===== src/rtl/tiny_alu_pkg.sv =====
// Shared types and constants for the tiny ALU bus: opcode encoding,
// command-master FSM states and the default completion timeout.
package tiny_alu_pkg;

    typedef enum logic [2:0] {
        NOP = 3'b000,
        ADD = 3'b001,
        AND = 3'b010,
        XOR = 3'b011,
        MUL = 3'b100
    } opcode_e;

    typedef enum logic [1:0] {
        IDLE = 2'd0,
        BUSY = 2'd1,
        RESP = 2'd2
    } master_state_e;

    localparam int DEFAULT_TIMEOUT_CYCLES = 16;

endpackage


===== src/rtl/tiny_alu_cmd_master.sv =====
// Initiator for the tiny ALU bus: takes a command, holds start until done or
// timeout, and returns the captured result on a valid/ready response channel.
module tiny_alu_cmd_master
    import tiny_alu_pkg::*;
#(
    parameter int INPUT_DATA_BITS = 8,
    parameter int TIMEOUT_CYCLES  = DEFAULT_TIMEOUT_CYCLES,
    parameter int COUNT_BITS      = 16
) (
    input  logic                         clk_i,
    input  logic                         reset_n_i,
    input  logic                         cmd_valid_i,
    output logic                         cmd_ready_o,
    input  logic [2:0]                   cmd_opcode_i,
    input  logic [INPUT_DATA_BITS-1:0]   cmd_a_i,
    input  logic [INPUT_DATA_BITS-1:0]   cmd_b_i,
    output logic                         start_o,
    output logic [2:0]                   opcode_o,
    output logic [INPUT_DATA_BITS-1:0]   a_o,
    output logic [INPUT_DATA_BITS-1:0]   b_o,
    input  logic                         done_i,
    input  logic [2*INPUT_DATA_BITS-1:0] result_i,
    output logic                         rsp_valid_o,
    input  logic                         rsp_ready_i,
    output logic [2*INPUT_DATA_BITS-1:0] rsp_result_o,
    output logic [2:0]                   rsp_opcode_o,
    output logic                         rsp_error_o,
    output logic [COUNT_BITS-1:0]        op_count_o,
    output logic                         busy_o
);

    localparam logic [7:0] TMO_LAST = 8'(TIMEOUT_CYCLES - 1);

    master_state_e                r_state;
    logic                         r_run;
    logic [7:0]                   r_tmo;
    logic                         r_start;
    logic [2:0]                   r_opcode;
    logic [INPUT_DATA_BITS-1:0]   r_a;
    logic [INPUT_DATA_BITS-1:0]   r_b;
    logic                         r_rsp_valid;
    logic [2*INPUT_DATA_BITS-1:0] r_rsp_result;
    logic [2:0]                   r_rsp_opcode;
    logic                         r_rsp_error;
    logic [COUNT_BITS-1:0]        r_op_count;
    logic                         w_cmd_ready;

    // r_run keeps cmd_ready low while in reset even though the state reads IDLE.
    assign w_cmd_ready = r_run && (r_state == IDLE);

    always_ff @(posedge clk_i or negedge reset_n_i) begin
        if (!reset_n_i) begin
            r_state      <= IDLE;
            r_run        <= 1'b0;
            r_tmo        <= 8'd0;
            r_start      <= 1'b0;
            r_opcode     <= 3'd0;
            r_a          <= '0;
            r_b          <= '0;
            r_rsp_valid  <= 1'b0;
            r_rsp_result <= '0;
            r_rsp_opcode <= 3'd0;
            r_rsp_error  <= 1'b0;
            r_op_count   <= '0;
        end else begin
            r_run <= 1'b1;
            case (r_state)
                IDLE: begin
                    if (cmd_valid_i && w_cmd_ready) begin
                        r_opcode <= cmd_opcode_i;
                        r_a      <= cmd_a_i;
                        r_b      <= cmd_b_i;
                        r_start  <= 1'b1;
                        r_tmo    <= 8'd0;
                        r_state  <= BUSY;
                    end
                end
                BUSY: begin
                    // done takes priority over a timeout expiring in the same cycle
                    if (done_i) begin
                        r_rsp_result <= result_i;
                        r_rsp_opcode <= r_opcode;
                        r_rsp_error  <= 1'b0;
                        r_start      <= 1'b0;
                        r_rsp_valid  <= 1'b1;
                        r_state      <= RESP;
                    end else if (r_tmo == TMO_LAST) begin
                        r_rsp_result <= '0;
                        r_rsp_opcode <= r_opcode;
                        r_rsp_error  <= 1'b1;
                        r_start      <= 1'b0;
                        r_rsp_valid  <= 1'b1;
                        r_state      <= RESP;
                    end else begin
                        r_tmo <= r_tmo + 8'd1;
                    end
                end
                RESP: begin
                    if (rsp_ready_i) begin
                        r_rsp_valid <= 1'b0;
                        if (!r_rsp_error) begin
                            r_op_count <= r_op_count + 1'b1;
                        end
                        r_state <= IDLE;
                    end
                end
                default: r_state <= IDLE;
            endcase
        end
    end

    assign cmd_ready_o  = w_cmd_ready;
    assign busy_o       = (r_state != IDLE);
    assign start_o      = r_start;
    assign opcode_o     = r_opcode;
    assign a_o          = r_a;
    assign b_o          = r_b;
    assign rsp_valid_o  = r_rsp_valid;
    assign rsp_result_o = r_rsp_result;
    assign rsp_opcode_o = r_rsp_opcode;
    assign rsp_error_o  = r_rsp_error;
    assign op_count_o   = r_op_count;

endmodule


===== config.mk =====
export PLATFORM = sky130hd
export DESIGN_NAME = tiny_alu_cmd_master
export DESIGN_NICKNAME = d
export VERILOG_FILES = /design/src/rtl/tiny_alu_pkg.sv /design/src/rtl/tiny_alu_cmd_master.sv
export SDC_FILE = /design/constraint.sdc
export NUM_CORES = 1
export LEC_CHECK = 0
export CORE_UTILIZATION = 56
export DETAILED_ROUTE_END_ITERATION = 12
export DONT_BUFFER_PORTS = 1
export PLACE_DENSITY = 0.74
export RECOVER_POWER = 50
export SLEW_MARGIN = 20
export SYNTH_ARGS = -nofsm -noshare
export SYNTH_HDL_FRONTEND = slang
export SYNTH_SLANG_ARGS = --single-unit

===== constraint.sdc =====
create_clock -name clk_i -period 1.85 [get_ports clk_i]
set_input_delay 0.2775 -clock clk_i [delete_from_list [all_inputs] [get_ports clk_i]]
set_output_delay 0.2775 -clock clk_i [all_outputs]
set_load 0.1 [all_outputs]

Yosys cells after proc, flatten, opt, wreduce, memory -nomap -nowiden
Index checks and enable logic that the tools add are counted.
{"block": "totals", "register_bits": 68}
{"block": "classes", "add_sub_neg": 2, "n_eq_ne": 8, "n_mux": 22, "bitwise_logic": 1, "n_reduce_logical": 14}
{"cell": "$mux W16", "n": 2}
{"cell": "$mux W8", "n": 3}
{"cell": "$add A16 B1 Y16 const B", "n": 1}
{"cell": "$pmux W8 S2", "n": 1}
{"cell": "$reduce_and A3 Y1", "n": 4}
{"cell": "$add A8 B1 Y8 const B", "n": 1}
{"cell": "$eq A8 B4 Y1 const B", "n": 1}
{"cell": "$mux W2", "n": 4}
{"cell": "$reduce_bool A2 Y1", "n": 4}
{"cell": "$mux W1", "n": 7}
{"cell": "$mux W3", "n": 2}
{"cell": "$ne A2 B2 Y1 const B", "n": 3}
{"cell": "$pmux W2 S3", "n": 1}
{"cell": "$pmux W1 S2", "n": 2}
{"cell": "$reduce_and A2 Y1", "n": 2}
{"cell": "$reduce_and A4 Y1", "n": 1}
{"cell": "$ne A3 B3 Y1 const B", "n": 1}
{"cell": "$eq A2 B1 Y1 const B", "n": 1}
{"cell": "$eq A2 B2 Y1 const B", "n": 1}
{"cell": "$logic_and A1 B1 Y1", "n": 2}
{"cell": "$logic_not A2 Y1", "n": 1}
{"cell": "$ne A2 B1 Y1 const B", "n": 1}
{"cell": "$not A1 Y1", "n": 1}

Longest topological paths before layout
Gate-level depths: netlist of run 1.
{"block": "depth", "word_depth": 5, "ltp_mapped": 6, "ltp_nobuf": 6}

Worst setup path after synthesis of run 1
OpenSTA, ideal clock, no wires.
{"block": "synth_path", "path_kind": "flip-flop to flip-flop", "startpoint": "register r_state[1]", "endpoint": "register r_tmo[5]", "setup_time_ns": 0.124, "arrival_time_ns": 3.796, "setup_slack_ns": -2.070, "path_stages_with_launch": 5, "period_less_slack_ns": 3.920, "cell_sequence": "dfrtp_1 nor3b_1 nand2_1 and2_4 a211o_1"}
{"block": "synth_via", "elab_chain_len": 5, "elab_cells_between_ends": 10, "cone_classes": "4 x eq/ne; 1 x mux; 5 x reduce/logical"}
{"item": "start, declared", "line": "tiny_alu_cmd_master.sv:34", "rtl": "master_state_e r_state;"}
{"item": "start signal, assigned", "line": "tiny_alu_cmd_master.sv:53", "rtl": "r_state <= IDLE;"}
{"item": "start signal, assigned", "line": "tiny_alu_cmd_master.sv:75", "rtl": "r_state <= BUSY;"}
{"item": "start signal, assigned", "line": "tiny_alu_cmd_master.sv:86", "rtl": "r_state <= RESP;"}
{"item": "$logic_not A2 Y1", "line": "tiny_alu_cmd_master.sv:49", "rtl": "assign w_cmd_ready = r_run && (r_state == IDLE);"}
{"item": "$logic_and A1 B1 Y1", "line": "tiny_alu_cmd_master.sv:49"}
{"item": "via cmd_ready_o", "line": "tiny_alu_cmd_master.sv:13", "rtl": "output logic cmd_ready_o,"}
{"item": "$logic_and A1 B1 Y1", "line": "tiny_alu_cmd_master.sv:69", "rtl": "if (cmd_valid_i && w_cmd_ready) begin"}
{"item": "$ne A2 B1 Y1 (no line)"}
{"item": "$reduce_and A4 Y1 (no line)"}
{"item": "end signal, assigned", "line": "tiny_alu_cmd_master.sv:95", "rtl": "r_tmo <= r_tmo + 8'd1;"}
{"item": "end, declared", "line": "tiny_alu_cmd_master.sv:36", "rtl": "logic [7:0] r_tmo;"}
The timed path passes the listed nets, and every way through them passes these cells.
A chain may end at the register's enable or synchronous reset.

Worst setup path after layout of run 1
{"block": "layout_path", "startpoint": "register r_tmo[5]", "endpoint": "register r_rsp_result[15], in the netlist rsp_result_o[15]"}
{"block": "layout_via", "elab_chain_len": 3}
{"item": "$eq A8 B4 Y1", "line": "tiny_alu_cmd_master.sv:87", "rtl": "end else if (r_tmo == TMO_LAST) begin"}
{"item": "$reduce_bool A2 Y1 (no line)"}
{"item": "$reduce_and A2 Y1 (no line)"}
{"item": "end signal, assigned", "line": "tiny_alu_cmd_master.sv:81", "rtl": "r_rsp_result <= result_i;"}
{"item": "end, declared", "line": "tiny_alu_cmd_master.sv:42", "rtl": "logic [2*INPUT_DATA_BITS-1:0] r_rsp_result;"}
Every way passes these cells.

==> Flow_metrics.wiki, run 1 <==
{| class="wikitable"
! Metric !! Value
|-
| Outcome || finished with violations
|-
| Violated checks || negative hold slack
|-
| CP max FO || 12
|-
| FF-to-FF Start || r_tmo[5]$_DFFE_PN0P_
|-
| Area overhead of the layout relative to synthesis || 25.92%
|-
| Setup Viol. Count Final || 0
|-
| Estimated wirelength of the detail-placed design || 3996 um
|-
| Measured slew at the worst slew-check pin || 0.9402 ns
|-
| R2r setup slk || 0.14 ns
|-
| Worst setup skew after layout || 0.007593 ns
|-
| Final cell count without fillers || 383
|-
| Data arrival time of the worst path || 1.93 ns
|-
| Vert. Die Dim || 72.29 um
|-
| Std-Cell Rows || 25
|-
| End of the worst register-to-register path || rsp_result_o[15]$_DFFE_PN0P_
|-
| Area of the mapped netlist || 2766 um2
|-
| Minimum period implied by the final worst setup slack || 1.709 ns
|-
| Sum of negative setup slack || 0 ns
|-
| Clock tree from TritonCTS || yes
|-
| Number of antenna diodes || 0
|-
| R2R depth || 5
|-
| Number of filler cells placed in the layout || 334
|-
| Normalized max-slew margin || 0.3732
|-
| Hold Path Class || input port to async pin
|-
| Post-synthesis net count || 286
|-
| F_max || 585.2 MHz
|-
| Overall global routing resource usage || 0.2244
|-
| Synthesis Warnings || 0
|-
| Dpl cells || 368
|-
| Count of buffers inserted at the top-level ports || 0
|-
| Num ports || 99
|-
| Post-placement setup slack || 0.01453 ns
|-
| Share of layout cells above drive strength 1 || 0.3228
|-
| Final number of hold-violating endpoints || 68
|-
| Starting utilization of the core area || 0.5857
|-
| Full die area || 5225 um2
|-
| Largest net degree at the start of global routing || 69
|-
| Width of the die || 72.29 um
|-
| Max H-tree Level || 3
|-
| Unrepaired setup endpoints after global routing || no
|-
| First drt pass iteration count || 4
|-
| Maximum root-to-sink buffer count || 2
|-
| Insertion delay of the later-clocked pin in the worst-skew pair || 0.34 ns
|-
| Routed length per instance || 14.54 um
|-
| CTS root buffer || sky130_fd_sc_hd__clkbuf_8
|-
| Worst hold slack || -0.3705 ns
|-
| Endpoint kind of the worst setup timing path || flop
|-
| Iter 0 DRT Violations || 76
|-
| Post-CTS setup buffer count || 0
|-
| Max-cap viol count || 0
|-
| Mean instance size in the synthesized netlist || 11.34 um2
|-
| Number of sinks handled by clock tree synthesis || 68
|-
| Final period util || 0.9236
|-
| Number of CTS-inserted buffers || 9
|-
| Average vias per placed instance || 5.366
|-
| Crit path launch type || flop
|-
| Total core area || 4723 um2
|-
| RD Place Congestion || 0.8976
|-
| Number of vias in the routed layout || 2,055
|-
| Global-route wire length before repair || 8921 um
|-
| Final-report max-slew violation count || 0
|-
| Total Nets Final || 354
|-
| Wire length after detailed routing || 5567 um
|-
| Post-Synthesis Cells || 244
|-
| Worst path required time || 2.07 ns
|-
| Initial antenna violation count || 0
|-
| Final WS setup || 0.1413 ns
|-
| Vias in the first global route || 1,940
|-
| GRT overflow || 0
|-
| Synth cell types || 43
|-
| Clk pin slew, worst setup/hold paths || 0.07 ns
|-
| Synth Register Bits || 68
|-
| DR DRC count || 0
|-
| Post-detailed-route count of antenna-violating nets || 0
|-
| Classification of the worst setup path || flop to flop
|-
| Sequential area share after synthesis || 0.6151
|}
## routing by layer
layer / track usage / vias to the layer above / wire length [um]
met5: 0 / - / 0
met1: 0.2744 / 988 / 2325
met2: 0.3666 / 79 / 2730
met4: 0.1002 / 0 / 92
met3: 0.07083 / 10 / 419
li1: - / 978 / -
## registers in the layout, summed over array words and instances, names as in the netlist
signal        count
op_count_o       16
rsp_result_o     16
a_o               8
b_o               8
r_tmo             8
opcode_o          3
rsp_opcode_o      3
r_state           2
r_run             1
rsp_error_o       1
rsp_valid_o       1
start_o           1
## metrics by stage
step / utilization / instance area (um2)
2_1_floorplan: - / 2818
3_3_place_gp: 0.7089 / 3348
3_5_place_dp: 0.7089 / 3348
4_1_cts: 0.7499 / 3542
5_1_grt: 0.7375 / 3483
6_report: 0.7375 / 3483
## placed cells by master, fill, tap and decap left out, types with 3 or more instances in the layout
cell type                  synthesis  routed
sky130_fd_sc_hd__and3_1            3       3
sky130_fd_sc_hd__and4_1            5       5
sky130_fd_sc_hd__clkbuf_2          0      29
sky130_fd_sc_hd__nor2_1            3       3
sky130_fd_sc_hd__o21ai_0           5       5
sky130_fd_sc_hd__dfrtp_1          68      60
sky130_fd_sc_hd__nand2_1          68      67
sky130_fd_sc_hd__xnor2_1          13      13
sky130_fd_sc_hd__dfrtp_4           0       3
sky130_fd_sc_hd__a22o_1           16      16
sky130_fd_sc_hd__nand3_1           9       9
sky130_fd_sc_hd__buf_4             0      37
sky130_fd_sc_hd__mux2_2            3       3
sky130_fd_sc_hd__and2_1            3       3
sky130_fd_sc_hd__nand4_1           5       5
sky130_fd_sc_hd__clkbuf_8          0      11
sky130_fd_sc_hd__dfrtp_2           0       5
## cell usage after synthesis (all sizes together)
cell	instances	area [um2]
nand3	9	45.04
dfrtp	68	1702
o21ai	7	50.05
and4	5	43.79
xnor2	13	113.9
nand2	68	255.2
nor3b	2	20.02
nor4bb	1	10.01
clkbuf	6	22.52
buf	4	26.27
o2bb2ai	1	8.760
a41oi	1	8.760
inv	3	11.26
o311a	1	10.01
mux2	4	48.79
ha	2	25.02
nor3	1	5.000
conb	1	3.750
nor2	4	22.52
a21o	1	7.510
xor2	2	17.52
o31ai	2	15.01
or4	1	11.26
o211ai	2	15.01
a2bb2oi	1	8.760
and3	3	18.77
and2b	1	7.510
a211o	1	8.760
a21boi	1	7.510
nand2b	1	6.260
a31oi	1	6.260
nand4	5	31.28
and2	4	27.53
a21oi	1	5.000
a22o	16	140.1
## how the worst max path moves through the flow
stage                                              end                   start  slack (ns)
after floorplan                   r_tmo[5]$_DFFE_PN0P_  r_state[0]$_DFFE_PN0P_       -0.24
after global placement     rsp_opcode_o[0]$_DFFE_PN0P_    r_tmo[0]$_DFFE_PN0P_        0.07
after detailed placement   rsp_opcode_o[1]$_DFFE_PN0P_    r_tmo[0]$_DFFE_PN0P_        0.01
after CTS                  rsp_opcode_o[1]$_DFFE_PN0P_    r_tmo[0]$_DFFE_PN0P_       0.008
after global routing       rsp_opcode_o[0]$_DFFE_PN0P_    r_tmo[0]$_DFFE_PN0P_        0.06
final                     rsp_result_o[15]$_DFFE_PN0P_    r_tmo[5]$_DFFE_PN0P_        0.14
## cell families (layout without fill, tap and decap cells)
logic type               count (synthesis)  in the layout  synth area share
XOR/XNOR                                15             15           0.04749
flip-flops                              68             68            0.6151
AO/OA/AOI/OAI                           36             36            0.1054
adder cells (fa/ha/maj)                  2              2          0.009044
buffers and inverters                   13             85           0.02171
multiplexers                             4              4           0.01764
other                                    1              1          0.001356
AND/OR/NAND/NOR                        105            105            0.1823
## worst max-delay path, stage by stage (launching register included)
cell	delay, ns
sky130_fd_sc_hd__dfrtp_1	0.40
sky130_fd_sc_hd__or4_4	0.56
sky130_fd_sc_hd__nor2_4	0.15
sky130_fd_sc_hd__o21ai_4	0.13
sky130_fd_sc_hd__buf_12	0.18
sky130_fd_sc_hd__a22o_1	0.18
## final cells by class
type | instances | area [um2] | share of cell area
clock inverter | 2 | 35.03 | 0.01006
timing repair buffer | 67 | 442.9 | 0.1272
inverter | 3 | 11.26 | 0.003233
tap | 67 | 83.83 | 0.02407
clock buffer | 13 | 158.9 | 0.04562
sequential | 68 | 1719 | 0.4935
multi-input combinational | 163 | 1032 | 0.2963
## what timing repair did
item / CTS / global route
endpoints found under the setup margin: 0 / 7
resized for setup: 0 / 2
endpoints found under the hold margin: 68 / 68
Power of run 1 is not shown: default switching activity piles up to over one toggle a cycle in this logic, so the estimate is an artifact.
==> run 2: changes to the inputs <==
--- a/config.mk
+++ b/config.mk
@@ -5,10 +5,11 @@
 export SDC_FILE = /design/constraint.sdc
 export NUM_CORES = 1
 export LEC_CHECK = 0
-export CORE_UTILIZATION = 56
+export CORE_ASPECT_RATIO = 1.2
+export CORE_UTILIZATION = 42
 export DETAILED_ROUTE_END_ITERATION = 12
 export DONT_BUFFER_PORTS = 1
-export PLACE_DENSITY = 0.74
+export PLACE_DENSITY = 0.59
 export RECOVER_POWER = 50
 export SLEW_MARGIN = 20
 export SYNTH_ARGS = -nofsm -noshare
==> constraint.sdc (replaced) <==
create_clock -name clk_i -period 1.85 [get_ports clk_i]
set_input_delay 0.37 -clock clk_i [delete_from_list [all_inputs] [get_ports clk_i]]
set_output_delay 0.37 -clock clk_i [all_outputs]
set_load 0.1 [all_outputs]
==> Flow_metrics.wiki, run 2 (synthesis gave the netlist of run 1 again) <==
{| class="wikitable"
! Metric !! Value
|-
| Estimated wirelength of the detail-placed design || 4293 um (+7.4%)
|-
| Final number of hold-violating endpoints || 68 (unchanged)
|-
| Measured slew at the worst slew-check pin || 0.9477 ns (+0.007542 ns)
|-
| Post-detailed-route count of antenna-violating nets || 0 (unchanged)
|-
| Slowest library cell on the worst path || sky130_fd_sc_hd__dfrtp_1
|-
| Startpoint of the most critical setup path || r_state[0]$_DFFE_PN0P_
|-
| Number of vias in the routed layout || 2,018 (-1.8%)
|-
| Num ports || 99 (unchanged)
|-
| Final-report max-slew violation count || 0 (unchanged)
|-
| Vias in the first global route || 2,000 (+3.1%)
|-
| Initial antenna violation count || 0 (unchanged)
|-
| RD Place Congestion || 0.7932 (-12%)
|-
| Vert. Die Dim || 90.91 um (+26%)
|-
| Sequential cell area || 1720 um2 (about the same)
|-
| Worst setup skew after layout || 0.007295 ns (-0.0002982 ns)
|-
| Routed length per instance || 15.15 um (+4.2%)
|-
| Iter 0 DRT Violations || 117 (+54%)
|-
| R2R depth || 5 (unchanged)
|-
| Number of CTS-inserted buffers || 9 (unchanged)
|-
| Max H-tree Level || 3 (unchanged)
|-
| CTS root buffer || sky130_fd_sc_hd__clkbuf_8
|-
| Worst hold slack || -0.2771 ns (+0.09342 ns)
|-
| Crit path launch type || flop
|-
| Largest net degree at the start of global routing || 69 (unchanged)
|-
| Worst-path cell chain || buf_4 > nor3b_4 > buf_6
|-
| Data arrival time of the worst path || 1.40 ns (-0.53 ns)
|-
| End of the worst register-to-register path || rsp_result_o[7]$_DFFE_PN0P_
|-
| Most common cell after layout, fill and taps aside || sky130_fd_sc_hd__nand2_1
|-
| Dpl cells || 384 (+4.3%)
|-
| Normalized max-slew margin || 0.3682 (-0.005027)
|-
| Hold Path Class || input port to async pin
|-
| DR DRC count || 0 (unchanged)
|-
| Insertion delay of the later-clocked pin in the worst-skew pair || 0.34 ns (about the same)
|-
| Minimum period implied by the final worst setup slack || 1.765 ns (+0.05635 ns)
|-
| Endpoint kind of the worst setup timing path || primary output
|-
| Most frequent cells in the layout || sky130_fd_sc_hd__nand2_1, sky130_fd_sc_hd__dfrtp_1, sky130_fd_sc_hd__buf_4
|-
| GR Util met2 || 0.3008 (-0.06581)
|-
| Final cell count without fillers || 399 (+4.2%)
|-
| R2r setup slk || 0.12 ns (-0.02 ns)
|-
| Number of filler cells placed in the layout || 605 (+81%)
|-
| FF-to-FF Start || r_tmo[4]$_DFFE_PN0P_
|-
| GRT met1 Usage || 0.2204 (-0.05399)
|-
| Classification of the worst setup path || flop to primary output
|-
| Total core area || 6406 um2 (+36%)
|-
| Final period util || 0.9541 (+0.03046)
|-
| Full die area || 6917 um2 (+32%)
|-
| Wire length after detailed routing || 6043 um (+8.6%)
|-
| Violated checks || negative hold slack
|-
| Share of layout cells above drive strength 1 || 0.3217 (-0.001129)
|-
| Outcome || finished with violations
|-
| GRT overflow || 0 (unchanged)
|-
| Max-cap viol count || 0 (unchanged)
|-
| Count of buffers inserted at the top-level ports || 0 (unchanged)
|-
| Busiest grt layer || met2
|-
| Overall global routing resource usage || 0.1855 (-0.03888)
|-
| Worst path required time || 1.48 ns (-0.59 ns)
|-
| Std-Cell Rows || 32 (+28%)
|-
| Clock tree from TritonCTS || yes
|-
| Global-route wire length before repair || 9715 um (+8.9%)
|-
| Number of antenna diodes || 0 (unchanged)
|-
| Total Nets Final || 352 (-0.56%)
|-
| Width of the die || 76.09 um (+5.3%)
|-
| Delay of the slowest critical-path stage || 0.39 ns (-0.17 ns)
|-
| Multi-input logic area || 1026 um2 (-0.61%)
|-
| Unrepaired setup endpoints after global routing || no
|-
| Starting utilization of the core area || 0.4318 (-0.1539)
|-
| Number of sinks handled by clock tree synthesis || 68 (unchanged)
|-
| F_max || 566.6 MHz (-3.2%)
|-
| Average vias per placed instance || 5.058 (-5.7%)
|-
| Setup Viol. Count Final || 0 (unchanged)
|-
| Maximum root-to-sink buffer count || 2 (unchanged)
|-
| Area overhead of the layout relative to synthesis || 26.10%
|-
| Clk pin slew, worst setup/hold paths || 0.07 ns (about the same)
|-
| Global routing met3 resource utilization || 0.05455 (-0.01629)
|-
| CP max FO || 6 (-6)
|-
| End-of-flow core utilization || 0.5445 (-0.1930)
|-
| First drt pass iteration count || 4 (unchanged)
|}
==> run 2: cell types whose count changed in the layout (fill, tap and decap cells not counted), sizes merged <==
| cell | before | now |
|---|---|---|
| bufinv | 1 | 0 |
| clkbuf | 42 | 41 |
==> run 2: how the worst max path moves through the flow <==
stage,end,cells past startpoint
after global placement,rsp_opcode_o[1]$_DFFE_PN0P_,5
final,cmd_ready_o,3
after CTS,cmd_ready_o,3
after global routing,op_count_o[15]$_DFFE_PN0P_,5
after detailed placement,rsp_opcode_o[1]$_DFFE_PN0P_,5
after floorplan,r_tmo[5]$_DFFE_PN0P_,4
==> run 2: layout make-up <==
type | instances | share of cell area
multi-input cells | 163 | 0.2941
clock inverters | 1 | 0.001435
clock buffers | 14 | 0.05237
inverters | 3 | 0.003228
repair buffers | 65 | 0.1252
flip-flops and latches | 68 | 0.4932
well taps | 85 | 0.03049
==> run 2: layer usage <==
metal / wire, um / vias up / part of all wire
met2: 2937 / 59 / 0.49
met1: 2597 / 970 / 0.43
met4: 127 / 0 / 0.021
li1: - / 975 / -
met5: 0 / - / 0
met3: 380 / 14 / 0.063
==> run 2: repair_timing <==
| item | 4_1_cts | 5_1_grt |
|---|---|---|
| gates cloned | 0 | 0 |
| setup buffers | 0 | 0 |
| resized for setup | 1 | 2 |
| hold endpoints to repair | 68 | 68 |
| setup endpoints to repair | 2 | 3 |
==> run 2: worst max-delay path, delay by kind of cell, from the launching register on <==
kind | cells | cell delay, ns
buffers and inverters | 2 | 0.42
DFF | 1 | 0.39
and+or+nand+nor | 1 | 0.24
==> run 2: per-stage QoR <==
step	cell area (um2)	TNS, ns	worst slack, ns
6_report	3488	0	0.08495
5_1_grt	3488	0	0.02457
3_3_place_gp	3356	0	0.03356
3_5_place_dp	3356	0	0.002685
2_1_floorplan	2818	-3.580	-0.2396
4_1_cts	3551	0	0.01366
Power of run 2 is left out for the same reason.
